==> src/rtl/em_pkg.sv <==
// Shared encodings for the external-memory access master: access sizes,
// memory control codes and default geometry.
package em_pkg;
    localparam int ADDR_W        = 10;
    localparam int MEM_SIZE_DEF  = 96;
    localparam int MAX_BEATS_DEF = 16;

    typedef enum logic [1:0] {
        SZ_BYTE = 2'd0,
        SZ_HALF = 2'd1,
        SZ_WORD = 2'd2
    } size_e;

    typedef enum logic [2:0] {
        EM_NONE = 3'd0,
        EM_WB   = 3'd1,
        EM_WH   = 3'd2,
        EM_WW   = 3'd3
    } ctl_e;

    // Size code 3 has no meaning of its own and behaves as a word access.
    function automatic size_e norm_size(input logic [1:0] s);
        return (s == 2'd3) ? SZ_WORD : size_e'(s);
    endfunction
endpackage

==> src/rtl/em_access_master_if.sv <==
// Request / store-data / response handshakes plus the external memory bus,
// bundled for the access master (master modport) and its environment (slave).
interface em_access_master_if #(
    parameter int BEATS_W = 4
);
    import em_pkg::*;

    logic                  req_valid;
    logic                  req_ready;
    logic                  req_write;
    logic [1:0]            req_size;
    logic                  req_signed;
    logic [ADDR_W-1:0]     req_addr;
    logic [BEATS_W-1:0]    req_beats;
    logic                  wd_valid;
    logic                  wd_ready;
    logic [31:0]           wd_data;
    logic                  rsp_valid;
    logic [31:0]           rsp_data;
    logic                  rsp_fault;
    logic                  rsp_last;
    logic [2:0]            em_control;
    logic [4*ADDR_W-1:0]   em_address;
    logic [7:0]            em_dw0;
    logic [7:0]            em_dw1;
    logic [7:0]            em_dw2;
    logic [7:0]            em_dw3;
    logic [31:0]           em_read;

    modport master (
        input  req_valid, req_write, req_size, req_signed, req_addr, req_beats,
        input  wd_valid, wd_data, em_read,
        output req_ready, wd_ready, rsp_valid, rsp_data, rsp_fault, rsp_last,
        output em_control, em_address, em_dw0, em_dw1, em_dw2, em_dw3
    );

    modport slave (
        output req_valid, req_write, req_size, req_signed, req_addr, req_beats,
        output wd_valid, wd_data, em_read,
        input  req_ready, wd_ready, rsp_valid, rsp_data, rsp_fault, rsp_last,
        input  em_control, em_address, em_dw0, em_dw1, em_dw2, em_dw3
    );
endinterface

==> src/rtl/em_load_extend.sv <==
// Extracts the byte or halfword of a load from the memory read word and
// zero/sign extends it to 32 bits; words pass through.
module em_load_extend
    import em_pkg::*;
(
    input  logic [31:0] rd_word,
    input  size_e       size,
    input  logic        is_signed,
    output logic [31:0] ext_word
);
    always_comb begin
        ext_word = rd_word;
        case (size)
            SZ_BYTE: ext_word = {{24{is_signed & rd_word[7]}}, rd_word[7:0]};
            SZ_HALF: ext_word = {{16{is_signed & rd_word[15]}}, rd_word[15:0]};
            default: ;
        endcase
    end
endmodule

==> src/rtl/em_access_master.sv <==
// Load/store initiator for the byte-addressed external memory: one memory
// cycle per beat, one response per beat. Define EM_ACCESS_MISALIGN_FAULT_EN to fault misaligned half/word accesses.
module em_access_master
    import em_pkg::*;
#(
    parameter int MEM_SIZE  = MEM_SIZE_DEF,
    parameter int MAX_BEATS = MAX_BEATS_DEF
) (
    input  logic                clock,
    input  logic                reset,
    em_access_master_if.master  bus
);
    localparam int BEATS_W = $clog2(MAX_BEATS);

    typedef enum logic {IDLE, BEAT} state_e;

    state_e              state_q, state_d;
    logic [ADDR_W-1:0]   addr_q, addr_d;
    logic                write_q, write_d;
    size_e               size_q, size_d;
    logic                signed_q, signed_d;
    logic [BEATS_W-1:0]  beats_q, beats_d;
    logic [BEATS_W-1:0]  count_q, count_d;
    logic [4*ADDR_W-1:0] addr_hold_q, addr_hold_d;
    logic                rsp_valid_q, rsp_valid_d;
    logic                rsp_fault_q, rsp_fault_d;
    logic                rsp_last_q, rsp_last_d;
    logic [31:0]         rsp_data_q, rsp_data_d;

    logic [ADDR_W-1:0]   cur, a0, a1, a2, a3;
    logic [4*ADDR_W-1:0] lanes;
    logic                fault, fire, done, in_beat;
    logic [31:0]         ext_data;

    assign in_beat = (state_q == BEAT);
    assign cur     = addr_q + (ADDR_W'(count_q) << 2);

    // Narrow accesses replicate their lanes so an in-range read never sees
    // the memory's all-zero out-of-range answer.
    always_comb begin
        a0 = cur;
        a1 = cur;
        a2 = cur;
        a3 = cur;
        case (size_q)
            SZ_WORD: begin
                a1 = cur + ADDR_W'(1);
                a2 = cur + ADDR_W'(2);
                a3 = cur + ADDR_W'(3);
            end
            SZ_HALF: begin
                a1 = cur + ADDR_W'(1);
                a2 = cur + ADDR_W'(1);
                a3 = cur + ADDR_W'(1);
            end
            default: ;
        endcase
    end
    assign lanes = {a3, a2, a1, a0};

    always_comb begin
        fault = (int'(a0) >= MEM_SIZE);
        case (size_q)
            SZ_HALF: fault = fault | (int'(a1) >= MEM_SIZE);
            SZ_WORD: fault = fault | (int'(a1) >= MEM_SIZE) | (int'(a2) >= MEM_SIZE)
                                   | (int'(a3) >= MEM_SIZE);
            default: ;
        endcase
`ifdef EM_ACCESS_MISALIGN_FAULT_EN
        if ((size_q == SZ_HALF && cur[0]) || (size_q == SZ_WORD && cur[1:0] != 2'b00))
            fault = 1'b1;
`endif
    end

    assign fire = in_beat && (!write_q || bus.wd_valid);
    assign done = fault || (count_q == beats_q);

    em_load_extend u_ext (
        .rd_word  (bus.em_read),
        .size     (size_q),
        .is_signed(signed_q),
        .ext_word (ext_data)
    );

    always_comb begin
        state_d     = state_q;
        addr_d      = addr_q;
        write_d     = write_q;
        size_d      = size_q;
        signed_d    = signed_q;
        beats_d     = beats_q;
        count_d     = count_q;
        addr_hold_d = addr_hold_q;
        rsp_valid_d = 1'b0;
        rsp_fault_d = 1'b0;
        rsp_last_d  = 1'b0;
        rsp_data_d  = rsp_data_q;
        case (state_q)
            IDLE: begin
                if (bus.req_valid) begin
                    addr_d   = bus.req_addr;
                    write_d  = bus.req_write;
                    size_d   = norm_size(bus.req_size);
                    signed_d = bus.req_signed;
                    beats_d  = (norm_size(bus.req_size) == SZ_WORD) ? bus.req_beats : '0;
                    count_d  = '0;
                    state_d  = BEAT;
                end
            end
            BEAT: begin
                addr_hold_d = lanes;
                if (fire) begin
                    rsp_valid_d = 1'b1;
                    rsp_fault_d = fault;
                    rsp_last_d  = done;
                    rsp_data_d  = (write_q || fault) ? 32'd0 : ext_data;
                    if (done) state_d = IDLE;
                    else      count_d = count_q + 1'b1;
                end
            end
        endcase
    end

    always_comb begin
        bus.em_control = EM_NONE;
        bus.em_dw0     = 8'd0;
        bus.em_dw1     = 8'd0;
        bus.em_dw2     = 8'd0;
        bus.em_dw3     = 8'd0;
        if (in_beat && write_q && bus.wd_valid && !fault && reset) begin
            case (size_q)
                SZ_BYTE: bus.em_control = EM_WB;
                SZ_HALF: bus.em_control = EM_WH;
                default: bus.em_control = EM_WW;
            endcase
            {bus.em_dw3, bus.em_dw2, bus.em_dw1, bus.em_dw0} = bus.wd_data;
        end
    end

    assign bus.em_address = in_beat ? lanes : addr_hold_q;
    assign bus.req_ready  = (state_q == IDLE) && reset;
    assign bus.wd_ready   = in_beat && write_q && reset;
    assign bus.rsp_valid  = rsp_valid_q;
    assign bus.rsp_fault  = rsp_fault_q;
    assign bus.rsp_last   = rsp_last_q;
    assign bus.rsp_data   = rsp_data_q;

    always_ff @(posedge clock or negedge reset) begin
        if (!reset) begin
            state_q     <= IDLE;
            addr_q      <= '0;
            write_q     <= 1'b0;
            size_q      <= SZ_BYTE;
            signed_q    <= 1'b0;
            beats_q     <= '0;
            count_q     <= '0;
            addr_hold_q <= '0;
            rsp_valid_q <= 1'b0;
            rsp_fault_q <= 1'b0;
            rsp_last_q  <= 1'b0;
            rsp_data_q  <= '0;
        end else begin
            state_q     <= state_d;
            addr_q      <= addr_d;
            write_q     <= write_d;
            size_q      <= size_d;
            signed_q    <= signed_d;
            beats_q     <= beats_d;
            count_q     <= count_d;
            addr_hold_q <= addr_hold_d;
            rsp_valid_q <= rsp_valid_d;
            rsp_fault_q <= rsp_fault_d;
            rsp_last_q  <= rsp_last_d;
            rsp_data_q  <= rsp_data_d;
        end
    end
endmodule

==> src/flat_wrapper.sv <==
// flat-port wrapper written by rule: the top's interface ports become plain ports
module em_access_master_flat import em_pkg::*;
#(
    parameter int MEM_SIZE  = MEM_SIZE_DEF,
    parameter int MAX_BEATS = MAX_BEATS_DEF
)
  (clock, reset, bus_req_valid, bus_req_write, bus_req_size, bus_req_signed, bus_req_addr, bus_req_beats, bus_wd_valid, bus_wd_data, bus_em_read, bus_req_ready, bus_wd_ready, bus_rsp_valid, bus_rsp_data, bus_rsp_fault, bus_rsp_last, bus_em_control, bus_em_address, bus_em_dw0, bus_em_dw1, bus_em_dw2, bus_em_dw3);
  em_access_master_if bus_i ();
  input  logic clock;
  input  logic reset;
  input wire logic [$bits(bus_i.req_valid)-1:0] bus_req_valid;
  input wire logic [$bits(bus_i.req_write)-1:0] bus_req_write;
  input wire logic [$bits(bus_i.req_size)-1:0] bus_req_size;
  input wire logic [$bits(bus_i.req_signed)-1:0] bus_req_signed;
  input wire logic [$bits(bus_i.req_addr)-1:0] bus_req_addr;
  input wire logic [$bits(bus_i.req_beats)-1:0] bus_req_beats;
  input wire logic [$bits(bus_i.wd_valid)-1:0] bus_wd_valid;
  input wire logic [$bits(bus_i.wd_data)-1:0] bus_wd_data;
  input wire logic [$bits(bus_i.em_read)-1:0] bus_em_read;
  output wire logic [$bits(bus_i.req_ready)-1:0] bus_req_ready;
  output wire logic [$bits(bus_i.wd_ready)-1:0] bus_wd_ready;
  output wire logic [$bits(bus_i.rsp_valid)-1:0] bus_rsp_valid;
  output wire logic [$bits(bus_i.rsp_data)-1:0] bus_rsp_data;
  output wire logic [$bits(bus_i.rsp_fault)-1:0] bus_rsp_fault;
  output wire logic [$bits(bus_i.rsp_last)-1:0] bus_rsp_last;
  output wire logic [$bits(bus_i.em_control)-1:0] bus_em_control;
  output wire logic [$bits(bus_i.em_address)-1:0] bus_em_address;
  output wire logic [$bits(bus_i.em_dw0)-1:0] bus_em_dw0;
  output wire logic [$bits(bus_i.em_dw1)-1:0] bus_em_dw1;
  output wire logic [$bits(bus_i.em_dw2)-1:0] bus_em_dw2;
  output wire logic [$bits(bus_i.em_dw3)-1:0] bus_em_dw3;
  assign bus_i.req_valid = bus_req_valid;
  assign bus_i.req_write = bus_req_write;
  assign bus_i.req_size = bus_req_size;
  assign bus_i.req_signed = bus_req_signed;
  assign bus_i.req_addr = bus_req_addr;
  assign bus_i.req_beats = bus_req_beats;
  assign bus_i.wd_valid = bus_wd_valid;
  assign bus_i.wd_data = bus_wd_data;
  assign bus_i.em_read = bus_em_read;
  assign bus_req_ready = bus_i.req_ready;
  assign bus_wd_ready = bus_i.wd_ready;
  assign bus_rsp_valid = bus_i.rsp_valid;
  assign bus_rsp_data = bus_i.rsp_data;
  assign bus_rsp_fault = bus_i.rsp_fault;
  assign bus_rsp_last = bus_i.rsp_last;
  assign bus_em_control = bus_i.em_control;
  assign bus_em_address = bus_i.em_address;
  assign bus_em_dw0 = bus_i.em_dw0;
  assign bus_em_dw1 = bus_i.em_dw1;
  assign bus_em_dw2 = bus_i.em_dw2;
  assign bus_em_dw3 = bus_i.em_dw3;
  em_access_master #(.MEM_SIZE(MEM_SIZE), .MAX_BEATS(MAX_BEATS)) u_core (.clock(clock), .reset(reset), .bus(bus_i));
endmodule
==> config.mk <==
export PLATFORM = sky130hd
export DESIGN_NAME = em_access_master_flat
export DESIGN_NICKNAME = d
export VERILOG_FILES = /design/src/rtl/em_pkg.sv /design/src/rtl/em_access_master_if.sv /design/src/rtl/em_load_extend.sv /design/src/rtl/em_access_master.sv /design/src/flat_wrapper.sv
export SDC_FILE = /design/constraint.sdc
export NUM_CORES = 1
export LEC_CHECK = 0
export CAP_MARGIN = 5
export CORE_MARGIN = 4
export CORE_UTILIZATION = 45
export CTS_BUF_LIST = sky130_fd_sc_hd__clkbuf_8
export CTS_CLUSTER_DIAMETER = 30
export DETAILED_ROUTE_END_ITERATION = 7
export GPL_TIMING_DRIVEN = 0
export MAX_ROUTING_LAYER = met4
export PLACE_DENSITY_LB_ADDON = 0.2
export SLEW_MARGIN = 25
export SYNTH_ARGS = -nofsm -noshare
export SYNTH_HDL_FRONTEND = slang
export SYNTH_HIERARCHICAL = 1
export SYNTH_SLANG_ARGS = --single-unit
export TNS_END_PERCENT = 10
==> constraint.sdc <==
create_clock -name clock -period 6.35 [get_ports clock]
set_input_delay 0.9525 -clock clock [delete_from_list [all_inputs] [get_ports clock]]
set_output_delay 0.9525 -clock clock [all_outputs]
set_load 0.01 [all_outputs]
==> results.sh, run 1 <==
export IMPL_route_detailed_wl_per_inst_um=19.2
export IMPL_die_height_um=122
export IMPL_crit_type="register to output pin"
export IMPL_maxCapViolCount=0
export IMPL_min_path_type="primary input to async pin"
export IMPL_p_int_uw=2660
export IMPL_syn_area_um2=5800
export IMPL_die_area_um2=14800
export IMPL_cts_sinks=98
export IMPL_final_hold_vio_count=0
export IMPL_endpoint_kind="output pin"
export IMPL_final_cell_mix="188 x sky130_fd_sc_hd__clkdlybuf4s50_1, 98 x sky130_fd_sc_hd__dfrtp_1, 71 x sky130_fd_sc_hd__nand2_1"
export IMPL_syn_to_final_growth_pct=40.8
export IMPL_primary_flip_flop_cell_chosen_by_synthesis_mapping="sky130_fd_sc_hd__dfrtp_1"
export IMPL_leakagePower_uw=0.00344
export IMPL_synth_enable_flop_cells=0
export IMPL_crit_arrival_ns=5.03
export IMPL_num_nets_final=909
export IMPL_finalWeightedCongestion=0.924
export IMPL_outcome="complete, no violations"
export IMPL_synth_top_cell_area_share=0.423
export IMPL_async_flop_share=1.00
export IMPL_clock_path_buffers=2
export IMPL_layout_cells_most_common="sky130_fd_sc_hd__clkdlybuf4s50_1"
export IMPL_setup_viol=0
export IMPL_grt_start_max_net_pins=68
export IMPL_drive_gt1_frac=0.117
export IMPL_timing_fmax_mhz=167
export IMPL_ys_seq_area_frac=0.423
export IMPL_cts_buffers_inserted=9
export IMPL_slew_headroom=0.487
export IMPL_routed_wirelength_mm=18.9
export IMPL_clock_tree_from_tritoncts="yes"
export IMPL_drc_errors=0
export IMPL_power_per_cell_area_nw_per_um2=601
export IMPL_clock_tree_htree_level_count=3
export IMPL_power_sequential_fraction=0.226
export IMPL_postCtsSetupRepairBufs=0
export IMPL_worst_slew_pin_slew_ns=0.769
export IMPL_synthesis_nets=708
export IMPL_grt_pass1_wl_mm=29.9
export IMPL_cts_root_buf="sky130_fd_sc_hd__clkbuf_8"
export IMPL_fin_total_pwr_uw=4910
export IMPL_detailed_place_hpwl_mm=15.0
export IMPL_initial_antenna_violation_count=0
export IMPL_n_antenna_cell=0
export IMPL_power_frac_clock=0.093
export IMPL_power_frac_comb=0.682
export IMPL_overflow=0
export IMPL_path_clk_slew_ns=0.10
export IMPL_p_sw_uw=2250
export IMPL_grt_usage=0.268
export IMPL_timing_critical_path_buf_inv=4
export IMPL_crit_fanout=10
export IMPL_buffer_ports_inserted=189
export IMPL_drtPass1Iterations=5
export IMPL_final_setup_skew_ns=0.0105
export IMPL_ios=198
export IMPL_post_drt_via_cell_ratio=5.56
export IMPL_switching_share=0.458
export IMPL_dr_total_vias=5472
export IMPL_holdBufCountCts=0
export IMPL_syn_mean_instance_area_um2=9.55
export IMPL_row_count=41
export IMPL_max_vdd_ir_drop_uv=309
export IMPL_crit_path_top_delay_cell="sky130_fd_sc_hd__fa_1"
export IMPL_synth_warning_count=6
export IMPL_worstSkewPairLatency_ns=0.38
export IMPL_post_layout_nonfiller_instances=985
export IMPL_synth_cells=607
export IMPL_rsz0062_at_grt="false"
export IMPL_worstPathCellList="ha_1 > fa_1 > clkbuf_1 > inv_1 > or3_1 > nand4_1 > o311ai_0 > o32ai_2 > o211ai_4 > a21oi_2 > clkbuf_2 > and2_1 > clkdlybuf4s50_1"
export IMPL_path_delay_family="buffers and inverters"
export IMPL_timing_critical_path_from_type="register"
export IMPL_dpl_cell_count=969
export IMPL_initialDrtViolationCount=291
export IMPL_synth_top_cells_by_area="sky130_fd_sc_hd__dfrtp_1 42%, sky130_fd_sc_hd__mux2_2 4.9%, sky130_fd_sc_hd__a22o_1 4.8%"
export IMPL_ys_types=79
export IMPL_placeableCoreArea_um2=12600
export IMPL_worst_ep_required_time_ns=5.40
export IMPL_initial_core_util=0.460
export IMPL_ys_seq_elements=98
export IMPL_grt_pass1_vias=5548
export IMPL_final_max_slew_violation_count=0
export IMPL_post_route_period_util=0.942
export IMPL_die_w_um=122
export IMPL_route_antenna_remaining_nets=0
export IMPL_post_synthesis_cell_type_with_the_largest_combined_area="sky130_fd_sc_hd__dfrtp_1"
export IMPL_post_route_min_period_ns=5.98
export IMPL_critical_path_max_stage_delay_ns=0.56
## final cells by class
cell class | instances | area, um2
Timing Repair Buffer | 190 | 1920
Multi-Input combinational cell | 444 | 3010
Buffer | 48 | 278
Clock buffer | 10 | 138
Clock inverter | 6 | 90.1
Tap cell | 172 | 215
Inverter | 17 | 63.8
Fill cell | 1095 | 4450
Sequential cell | 98 | 2450
## final timing paths
check / startpoint / to / slack [ns] / depth (start not counted)
worst max-delay path: u_core/count_q[0] / bus_em_dw3[6] / 0.37 / 13
worst min-delay path: reset / u_core/addr_q[9] / 0.45 / 1
worst max register to register: u_core/count_q[0] / u_core/bus.rsp_data[27] / 2.25 / 12
worst min register to register: u_core/addr_hold_q[27] / u_core/addr_hold_q[27] / 0.49 / 1
max in group asynchronous: reset / u_core/addr_hold_q[1] / 5.29 / 2
min in group clock: u_core/addr_hold_q[27] / u_core/addr_hold_q[27] / 0.49 / 1
## stage by stage
step | TNS (ns) | setup WS, ns | instance area [um2] | hold slack (ns) | util
5_1_grt | 0 | 0.126 | 8170 | 0.455 | 0.647
3_3_place_gp | -32.94 | -1.08 | 7910 | 0.468 | 0.627
6_report | 0 | 0.371 | 8170 | 0.451 | 0.647
3_5_place_dp | 0 | 0.782 | 7940 | 0.472 | 0.629
2_1_floorplan | 0 | 2.16 | 5800 | 0.470 | -
4_1_cts | 0 | 0.307 | 8160 | 0.431 | 0.647
## cells in the mapped netlist, types with 9 or more instances
cell                       instances
sky130_fd_sc_hd__ha_1             14
sky130_fd_sc_hd__nor2_1           46
sky130_fd_sc_hd__a21oi_1          37
sky130_fd_sc_hd__nand2_1          71
sky130_fd_sc_hd__clkbuf_1         22
sky130_fd_sc_hd__nand3_1          15
sky130_fd_sc_hd__dfrtp_1          98
sky130_fd_sc_hd__inv_1            16
sky130_fd_sc_hd__o21ai_0          35
sky130_fd_sc_hd__a22o_1           32
sky130_fd_sc_hd__xnor2_1          12
sky130_fd_sc_hd__buf_4             9
sky130_fd_sc_hd__mux2i_1          10
sky130_fd_sc_hd__and2_1           33
sky130_fd_sc_hd__mux2_2           25
## power groups by stage
stage | logic [uW] | registers (uW) | clock network (uW)
2_1_floorplan | 1900 | 1110 | 0
3_3_place_gp | 3280 | 1110 | 0
3_5_place_dp | 3330 | 1110 | 0
4_1_cts | 3340 | 1100 | 468
5_1_grt | 3620 | 1140 | 495
6_report | 3350 | 1110 | 456
## flip-flops by register name, indices dropped and copies added (netlist names)
name / count
u_core/bus.rsp_valid: 1
u_core/count_q: 4
u_core/signed_q: 1
u_core/addr_hold_q: 40
u_core/in_beat: 1
u_core/bus.rsp_fault: 1
u_core/size_q: 2
u_core/bus.rsp_data: 32
u_core/addr_q: 10
u_core/beats_q: 4
u_core/bus.rsp_last: 1
u_core/write_q: 1
## layer usage
| metal | track usage | wire, um | vias to the layer above |
|---|---|---|---|
| li1 | - | - | 2554 |
| met1 | 0.341 | 7750 | 2646 |
| met2 | 0.430 | 9180 | 243 |
| met3 | 0.0480 | 1490 | 29 |
| met4 | 0.100 | 511 | 0 |
| met5 | - | 0 | - |
## logic make-up (layout without fill, tap and decap cells)
logic type	after synthesis	count (layout)	share of synthesized area
simple gates	197	197	0.162
buf+inv	65	271	0.0589
xor+xnor	16	16	0.0268
fa+ha+maj	15	15	0.0337
compound gates	178	178	0.223
other cells	1	1	0.000647
mux	37	37	0.0723
flops	98	98	0.423
## repair_timing
item / CTS / global route
gates resized for setup: 0 / 1
endpoints found under the setup margin: 0 / 1
endpoints found under the hold margin: 0 / 0
No activity file was read; power rests on OpenSTA's default activity.
==> run 2: changes to the inputs <==
==> constraint.sdc (replaced) <==
create_clock -name clock -period 5.61 [get_ports clock]
set_input_delay 0.8415 -clock clock [delete_from_list [all_inputs] [get_ports clock]]
set_output_delay 0.8415 -clock clock [all_outputs]
set_load 0.01 [all_outputs]
==> run 2 against run 1 <==
  * Power grew 15%
  * Design area is 0.67% higher
  * Utilization up 0.44 points
  * Non-clock buffer count unchanged
  * Sequential power grew 13%
  * Critical endpoint unchanged
==> results.sh, run 2 (synthesis results as in run 1) <==
export IMPL_holdBufCountCts=0
export IMPL_power_sequential_fraction=0.222
export IMPL_n_fill_cell=1089
export IMPL_path_delay_family="compound AO/OA/AOI/OAI gates"
export IMPL_tns_ns=0
export IMPL_clock_tree_htree_level_count=3
export IMPL_crit_type="register to output pin"
export IMPL_worstSkewPairLatency_ns=0.38
export IMPL_timing_critical_path_buf_inv=3
export IMPL_die_height_um=122
export IMPL_timing_critical_path_from_type="register"
export IMPL_flip_flop_count_of_the_largest_register_all_copies_and_words_added=40
export IMPL_detailed_place_hpwl_mm=15.0
export IMPL_power_frac_clock=0.092
export IMPL_grt_pass1_vias=5544
export IMPL_initial_core_util=0.460
export IMPL_buffer_ports_inserted=189
export IMPL_clock_tree_from_tritoncts="yes"
export IMPL_drc_errors=0
export IMPL_slew_headroom=0.489
export IMPL_initial_antenna_violation_count=0
export IMPL_post_route_min_period_ns=5.43
export IMPL_grt_pass1_wl_mm=29.8
export IMPL_worstPathCellList="ha_1 > fa_1 > buf_2 > and3b_1 > o211ai_1 > o2111ai_2 > nand2_1 > o32ai_4 > o211ai_4 > a21oi_4 > clkbuf_2 > and2_1 > clkdlybuf4s50_1"
export IMPL_die_w_um=122
export IMPL_cts_root_buf="sky130_fd_sc_hd__clkbuf_8"
export IMPL_worst_slew_pin_slew_ns=0.766
export IMPL_n_antenna_cell=0
export IMPL_leakagePower_uw=0.00345
export IMPL_worst_ep_required_time_ns=4.77
export IMPL_final_max_slew_violation_count=0
export IMPL_switching_share=0.460
export IMPL_route_detailed_wl_per_inst_um=19.3
export IMPL_post_drt_via_cell_ratio=5.57
export IMPL_grt_usage=0.268
export IMPL_grt_start_max_net_pins=68
export IMPL_rsz0062_at_grt="false"
export IMPL_r2r_worst_path_cells=12
export IMPL_cts_buffers_inserted=9
export IMPL_ios=198
export IMPL_critical_path_max_stage_delay_ns=0.56
export IMPL_routed_wirelength_mm=19.0
export IMPL_power_frac_comb=0.686
export IMPL_max_flop_register="u_core/addr_hold_q"
export IMPL_num_nets_final=909
export IMPL_max_vdd_ir_drop_uv=351
export IMPL_final_setup_skew_ns=0.0106
export IMPL_p_sw_uw=2590
export IMPL_setup_viol=0
export IMPL_route_antenna_remaining_nets=0
export IMPL_power_per_cell_area_nw_per_um2=685
export IMPL_cts_sinks=98
export IMPL_endpoint_kind="output pin"
export IMPL_dr_total_vias=5490
export IMPL_fin_total_pwr_uw=5630
export IMPL_maxCapViolCount=0
export IMPL_path_clk_slew_ns=0.10
export IMPL_min_path_type="primary input to async pin"
export IMPL_initialDrtViolationCount=368
export IMPL_crit_path_top_delay_cell="sky130_fd_sc_hd__fa_1"
export IMPL_final_cell_mix="188 x sky130_fd_sc_hd__clkdlybuf4s50_1, 98 x sky130_fd_sc_hd__dfrtp_1, 70 x sky130_fd_sc_hd__nand2_1"
export IMPL_layout_cells_most_common="sky130_fd_sc_hd__clkdlybuf4s50_1"
export IMPL_drive_gt1_frac=0.125
export IMPL_die_area_um2=14800
export IMPL_finalWeightedCongestion=0.924
export IMPL_final_hold_vio_count=0
export IMPL_timing_fmax_mhz=184
export IMPL_placeableCoreArea_um2=12600
export IMPL_cp_depth=13
export IMPL_overflow=0
export IMPL_syn_to_final_growth_pct=41.8
export IMPL_drtPass1Iterations=5
export IMPL_clock_path_buffers=2
export IMPL_p_int_uw=3040
export IMPL_outcome="complete, no violations"
export IMPL_row_count=41
export IMPL_crit_arrival_ns=4.59
export IMPL_crit_fanout=10
export IMPL_post_route_period_util=0.968
run 2: final cells by class:
type	count	area (um2)	share of cell area
multi-input combinational	444	3060	0.373
buffer	48	279	0.0339
inverter	17	63.8	0.00776
clock inverter	6	90.1	0.0110
sequential	98	2450	0.298
clock buffer	10	138	0.0167
timing repair buffer	190	1920	0.234
tap	172	215	0.0262
run 2: power by group through the flow:
| stage | sequential [uW] | clock (uW) | combinational (uW) |
|---|---|---|---|
| after floorplan | 1260 | 0 | 2150 |
| after global routing | 1290 | 560 | 4170 |
| final | 1250 | 516 | 3860 |
| after detailed placement | 1260 | 0 | 3770 |
| after CTS | 1250 | 529 | 3800 |
| after global placement | 1250 | 0 | 3710 |
run 2: final timing paths:
path | to | startpoint | slack (ns)
setup reg to reg | u_core/bus.rsp_data[27] | u_core/count_q[0] | 1.83
setup / recovery | bus_em_dw3[6] | u_core/count_q[0] | 0.18
min in group clock | u_core/addr_hold_q[27] | u_core/addr_hold_q[27] | 0.49
max in group asynchronous | u_core/addr_hold_q[1] | reset | 4.66
hold reg to reg | u_core/addr_hold_q[27] | u_core/addr_hold_q[27] | 0.49
hold / removal | u_core/addr_q[9] | reset | 0.34
run 2: metal layers:
| layer | GRT usage | vias up | wire length, um |
|---|---|---|---|
| li1 | - | 2555 | - |
| met1 | 0.341 | 2656 | 7840 |
| met3 | 0.0490 | 33 | 1500 |
| met2 | 0.424 | 246 | 9100 |
| met5 | - | - | 0 |
| met4 | 0.112 | 0 | 580 |
run 2: stage by stage:
stage	hold slack, ns	std cells	area (um2)	worst slack [ns]	utilization
6_report	0.342	985	8220	0.180	0.652
5_1_grt	0.344	985	8220	0.00786	0.652
4_1_cts	0.320	985	8180	0.0776	0.648
3_5_place_dp	0.472	969	7940	0.153	0.629
3_3_place_gp	0.468	968	7910	-1.60	0.627
2_1_floorplan	0.470	607	5800	1.53	-
run 2: repair_timing:
action                     CTS  global route
setup endpoints to repair   34            32
resized for setup            3            11
setup buffers                0             0
pin swaps                    0             3
hold endpoints to repair     0             0
